[src/rtl/br_pkg.sv]
// Shared encodings for the ID-stage branch resolution controller:
// branch opcodes, FSM states and the stall counter limit.
package br_pkg;

  localparam logic [2:0] BR_BEQ  = 3'd0;
  localparam logic [2:0] BR_BNE  = 3'd1;
  localparam logic [2:0] BR_BLEZ = 3'd2;
  localparam logic [2:0] BR_BGTZ = 3'd3;
  localparam logic [2:0] BR_BLTZ = 3'd4;
  localparam logic [2:0] BR_BGEZ = 3'd5;

  typedef enum logic [1:0] {
    S_IDLE = 2'd0,
    S_WAIT = 2'd1,
    S_DONE = 2'd2
  } state_t;

  localparam logic [15:0] STALL_MAX = 16'hFFFF;

  // Invalid opcodes need no operands, so they resolve immediately.
  function automatic logic op_needs_rs(input logic [2:0] op);
    return (op <= BR_BGEZ);
  endfunction

  function automatic logic op_needs_rt(input logic [2:0] op);
    return (op == BR_BEQ) || (op == BR_BNE);
  endfunction

endpackage

[src/rtl/br_cond.sv]
// Combinational branch condition and target evaluation.
// Target wraps modulo 2^32; invalid opcodes are never taken.
module br_cond
  import br_pkg::*;
(
  input  logic [2:0]  br_op,
  input  logic [31:0] rs,
  input  logic [31:0] rt,
  input  logic [31:0] pc,
  input  logic [15:0] imm16,
  output logic        taken,
  output logic [31:0] target
);

  logic rs_zero;
  logic rs_neg;

  assign rs_zero = (rs == 32'd0);
  assign rs_neg  = rs[31];

  always_comb begin
    taken = 1'b0;
    case (br_op)
      BR_BEQ:  taken = (rs == rt);
      BR_BNE:  taken = (rs != rt);
      BR_BLEZ: taken = rs_neg | rs_zero;
      BR_BGTZ: taken = !rs_neg & !rs_zero;
      BR_BLTZ: taken = rs_neg;
      BR_BGEZ: taken = !rs_neg;
      default: taken = 1'b0;
    endcase
  end

  assign target = pc + 32'd4 + {{14{imm16[15]}}, imm16, 2'b00};

endmodule

[src/rtl/branch_ctrl.sv]
// ID-stage branch resolution: waits for forwarded operands, latches the
// taken/target pair, stalls IF/ID meanwhile and counts operand-wait cycles.
//
// state  | meaning
// S_IDLE | no branch in flight; a ready branch resolves this cycle
// S_WAIT | branch in ID, at least one required operand still pending
// S_DONE | result latched, br_done high; branch leaves ID this cycle
module branch_ctrl
  import br_pkg::*;
(
  input  logic        clk,
  input  logic        reset,
  input  logic        br_valid,
  input  logic [2:0]  br_op,
  input  logic [31:0] rs_val,
  input  logic [31:0] rt_val,
  input  logic        rs_ready,
  input  logic        rt_ready,
  input  logic [31:0] pc_id,
  input  logic [15:0] imm16,
  input  logic        stall_clr,
  output logic        stall,
  output logic        br_done,
  output logic        br_taken,
  output logic [31:0] br_target,
  output logic [15:0] stall_cnt
);

  state_t      state;
  logic        ready;
  logic        latch_now;
  logic        wait_inc;
  logic        c_taken;
  logic [31:0] c_target;

  br_cond u_cond (
    .br_op  (br_op),
    .rs     (rs_val),
    .rt     (rt_val),
    .pc     (pc_id),
    .imm16  (imm16),
    .taken  (c_taken),
    .target (c_target)
  );

  assign ready     = (!op_needs_rs(br_op) | rs_ready) & (!op_needs_rt(br_op) | rt_ready);
  assign latch_now = br_valid & ready & (state != S_DONE);
  // Every cycle the branch is held in ID for lack of an operand.
  assign wait_inc  = br_valid & !ready & (state != S_DONE);
  assign stall     = br_valid & (state != S_DONE) & !reset;

  always_ff @(posedge clk or posedge reset) begin
    if (reset) begin
      state     <= S_IDLE;
      br_done   <= 1'b0;
      br_taken  <= 1'b0;
      br_target <= 32'd0;
    end else begin
      br_done <= 1'b0;
      if (latch_now) begin
        br_taken  <= c_taken;
        br_target <= c_target;
      end
      case (state)
        S_IDLE: begin
          if (br_valid) begin
            if (ready) begin
              state   <= S_DONE;
              br_done <= 1'b1;
            end else begin
              state <= S_WAIT;
            end
          end
        end
        S_WAIT: begin
          if (!br_valid) begin
            state <= S_IDLE;
          end else if (ready) begin
            state   <= S_DONE;
            br_done <= 1'b1;
          end
        end
        S_DONE:  state <= S_IDLE;
        default: state <= S_IDLE;
      endcase
    end
  end

  always_ff @(posedge clk or posedge reset) begin
    if (reset) begin
      stall_cnt <= 16'd0;
    end else if (stall_clr) begin
      stall_cnt <= 16'd0;
    end else if (wait_inc && (stall_cnt != STALL_MAX)) begin
      stall_cnt <= stall_cnt + 16'd1;
    end
  end

endmodule
[config.mk]
export PLATFORM = sky130hd
export DESIGN_NAME = branch_ctrl
export DESIGN_NICKNAME = d
export VERILOG_FILES = /design/src/rtl/br_pkg.sv /design/src/rtl/br_cond.sv /design/src/rtl/branch_ctrl.sv
export SDC_FILE = /design/constraint.sdc
export NUM_CORES = 1
export LEC_CHECK = 0
export ABC_AREA = 1
export BUFFER_PORTS_ARGS = -buffer_cell sky130_fd_sc_hd__buf_2
export CORE_ASPECT_RATIO = 1.5
export CORE_MARGIN = 4
export CORE_UTILIZATION = 45
export CTS_CLUSTER_DIAMETER = 200
export DETAILED_ROUTE_END_ITERATION = 12
export PLACE_DENSITY_LB_ADDON = 0.25
export SYNTH_ARGS = -nofsm -noshare
export SYNTH_HDL_FRONTEND = slang
export SYNTH_SLANG_ARGS = --single-unit
[constraint.sdc]
create_clock -name clk -period 1.87 [get_ports clk]
set_clock_uncertainty 0.1 [all_clocks]
set_input_delay 0.374 -clock clk [delete_from_list [all_inputs] [get_ports clk]]
set_output_delay 0.374 -clock clk [all_outputs]
set_load 0.005 [all_outputs]
==> impl_metrics.toml <==
[sta]
fin_ws_ns = -0.0919
worstMarginPinSlew_ns = 0.578
max_clock_freq_mhz = 510
holdWs_ns = -0.00273
fin_tns_setup_ns = -0.405
rsz0062_at_grt = "true"
period_needed_ns = 1.96
period_share = 1.05
final-setup-viol-count = 13
report.final.slew_viol_count = 0
maxSlewHeadroom = 0.614
hold_violations = 4

[critical_path]
crit_fanout = 6
cp-end-kind = "flip-flop"
cp.arrival_ns = 2.08
critPathLaunch = "imm16[15]"
reg2reg_to = "stall_cnt[0]$_DFFE_PP0P_"
regToRegSetupSlack_ns = 0
r2r_cells = 10
rr_startpoint = "stall_cnt[7]$_DFFE_PP0P_"
cp-start-kind = "input pin"
crit_path_end = "br_target[20]$_DFFE_PP0P_"
required_ns = 1.98
crit_chain = "buf_12, buf_12, ha_4, ha_4, nand2_4, nor2_4, inv_2, nor2_4, buf_6, nand2_4, nand2_2, nand2_1, a31oi_1"
max_stage_delay_ns = 0.32
worstSetupPathType = "in -> reg"
cp_slowest_cell = "ha_4"

[floorplan]
row_count = 46
chipHeight_um = 136
coreArea_sq_um = 10600
start_util = 0.463
pin_count = 172
die_area_sq_um = 12700
die_w_um = 93.4

[cells_and_area]
drive_above_1_share = 0.466
multiInputGateArea_sq_um = 4540
nNetsFinal = 1137
area_growth_pct = 60.8
num_antenna_cells = 0
seq_area_sq_um = 1300
fillers = 830

[yosys]
synth.top_cell.area_share = 0.264
synth_commonest_cells = "nand2_1 (216), nor2_1 (86), inv_1 (66)"
synth_cell_types = 35
async_flop_share = 1.00
avgSynthCellArea_sq_um = 6.85
ys_seq_elements = 52
seq_area_frac_synth = 0.264
synth_edf_count = 0
syn_area_sq_um = 4930
netlist_instances = 719
synthMostInstantiatedCell = "nand2_1"
synthesis.nets = 899
yosys-top-cells-area = "dfrtp_1 (26%), nand2_1 (16%), ha_1 (15%)"
synth_top_flop_cell = "dfrtp_1"
synth_warnings = 0
yosys.area.top_type = "dfrtp_1"

[global_route]
grt_max_degree = 36
antenna_found_initial = 0
track_usage = 0.247
grt_overflow = 0
grt_pass1_wl_um = 25400
grt_pass1_vias = 5719

[run_status]
status = "complete, but fails checks"
violations = "negative hold slack, negative setup slack"

[clock_network]
cts-root-buf = "clkbuf_16"
clock_path_buffers = 2
path_clk_slew_ns = 0.07
tritoncts = "done"
clk_latency_ns = 0.29
numCtsBuffers = 5
postCtsHoldBufs = 0
cts.sinks = 52
htree_num_levels = 2

[power]
ir_drop_mv = 0.535
p_total_mw = 4.86
cellLeakagePower_nw = 3.81
p_per_area_nw_per_um2 = 613

[job]
maxCapViolCount = 0

[routing]
drt_iter0_markers = 190
wl_per_cell_um = 14.7
drc = 0
drt_wl_total_um = 16200
vias_per_cell = 5.17
ant_nets = 0
drtPass1Iterations = 4
routed-via-count = 5700

[place]
detailed_place_hpwl_um = 12600
preCtsSetupSlack_ns = -0.595
place.gp.congestion = 0.942
io_buffers = 171

[min_path]
hold_class = "in -> async"
per-layer routing:
| metal | track usage | part of all wire |
|---|---|---|
| met4 | 0.104 | 0.048 |
| met5 | 0 | 0 |
| met3 | 0.0421 | 0.058 |
| met1 | 0.256 | 0.36 |
| met2 | 0.476 | 0.54 |
cells in the final DEF (no fill, tap or decap), types with 2 or more instances in the layout:
master / synthesis / routed
nand3b_1: 3 / 3
buf_6: 0 / 6
a21oi_2: 0 / 22
nor3b_1: 2 / 2
buf_4: 0 / 59
nand2_2: 3 / 27
ha_4: 0 / 49
nor2_1: 86 / 64
nor2_2: 1 / 13
nor3_2: 1 / 6
nand3_1: 42 / 33
ha_1: 58 / 8
buf_2: 3 / 167
inv_1: 66 / 55
nand3_2: 0 / 7
o21ai_1: 1 / 11
o21ai_0: 36 / 16
nand3_4: 0 / 2
nor2_4: 2 / 12
nor3_1: 9 / 4
nand4_1: 10 / 10
a21oi_4: 0 / 4
inv_6: 0 / 2
clkbuf_16: 0 / 6
o21bai_2: 0 / 3
xnor2_1: 41 / 37
o21ai_2: 0 / 9
nand2_4: 1 / 15
a31oi_1: 7 / 7
xor2_1: 8 / 8
or2_2: 5 / 5
o21a_1: 4 / 4
nand2_1: 216 / 177
inv_2: 3 / 12
dfrtp_1: 52 / 52
buf_12: 0 / 5
a21oi_1: 40 / 14
xnor2_2: 0 / 4
o31ai_1: 4 / 3
o21bai_1: 5 / 2
worst min-delay path by stage:
stage,start,end,cells after the start
global placement,reset,br_done$_DFF_PP0_,2
detailed placement,reset,br_done$_DFF_PP0_,2
global route,reset,br_done$_DFF_PP0_,2
finish,reset,stall_cnt[9]$_DFFE_PP0P_,2
CTS,reset,br_done$_DFF_PP0_,2
floorplan,state[1]$_DFFE_PP0P_,state[0]$_DFFE_PP0P_,1
critical path, delay by kind of cell:
family	cells	cell delay [ns]
buffers and inverters	4	0.44
AO/OA/AOI/OAI	1	0.18
AND/OR/NAND/NOR	6	0.52
adder cells (fa/ha/maj)	2	0.54
cell type report:
class | count | share of cell area
tap | 144 | 0.0227
inverter | 71 | 0.0355
sequential | 52 | 0.164
timing repair buffer | 238 | 0.186
multi-input combinational | 589 | 0.573
clock inverter | 3 | 0.00268
clock buffer | 5 | 0.0158
state kept, by name (all words and copies together), names as in the netlist:
register	cells
stall_cnt	16
state	2
br_taken	1
br_done	1
br_target	32
timing repair:
action | 4_1_cts | 5_1_grt
pin swaps | 37 | 44
cloned | 0 | 1
setup buffers | 5 | 2
resized for setup | 82 | 97
endpoints found under the setup margin | 31 | 39
metrics by stage:
stage	std cells	instance area, sq um	util
4_1_cts	1099	7510	0.705
3_5_place_dp	1086	7020	0.659
2_1_floorplan	719	5530	-
3_3_place_gp	1086	7020	0.659
6_report	1102	7930	0.744
5_1_grt	1102	7930	0.744
report_power, final:
part | switching (mW) | total (mW) | internal (mW)
sequential | 0.118 | 1.45 | 1.33
clock | 0.439 | 0.938 | 0.500
combinational | 1.28 | 2.47 | 1.19
total | 1.84 | 4.86 | 3.02
cells by family after synthesis:
group,Yosys count,synth area share
and+or+nand+nor,383,0.326
DFF,52,0.264
AOI/OAI and AO/OA,98,0.111
xor gates and xnor gates,49,0.0871
buffers and inverters,78,0.0607
adders and majority gates,59,0.151
(Power assumes the default switching activity.)
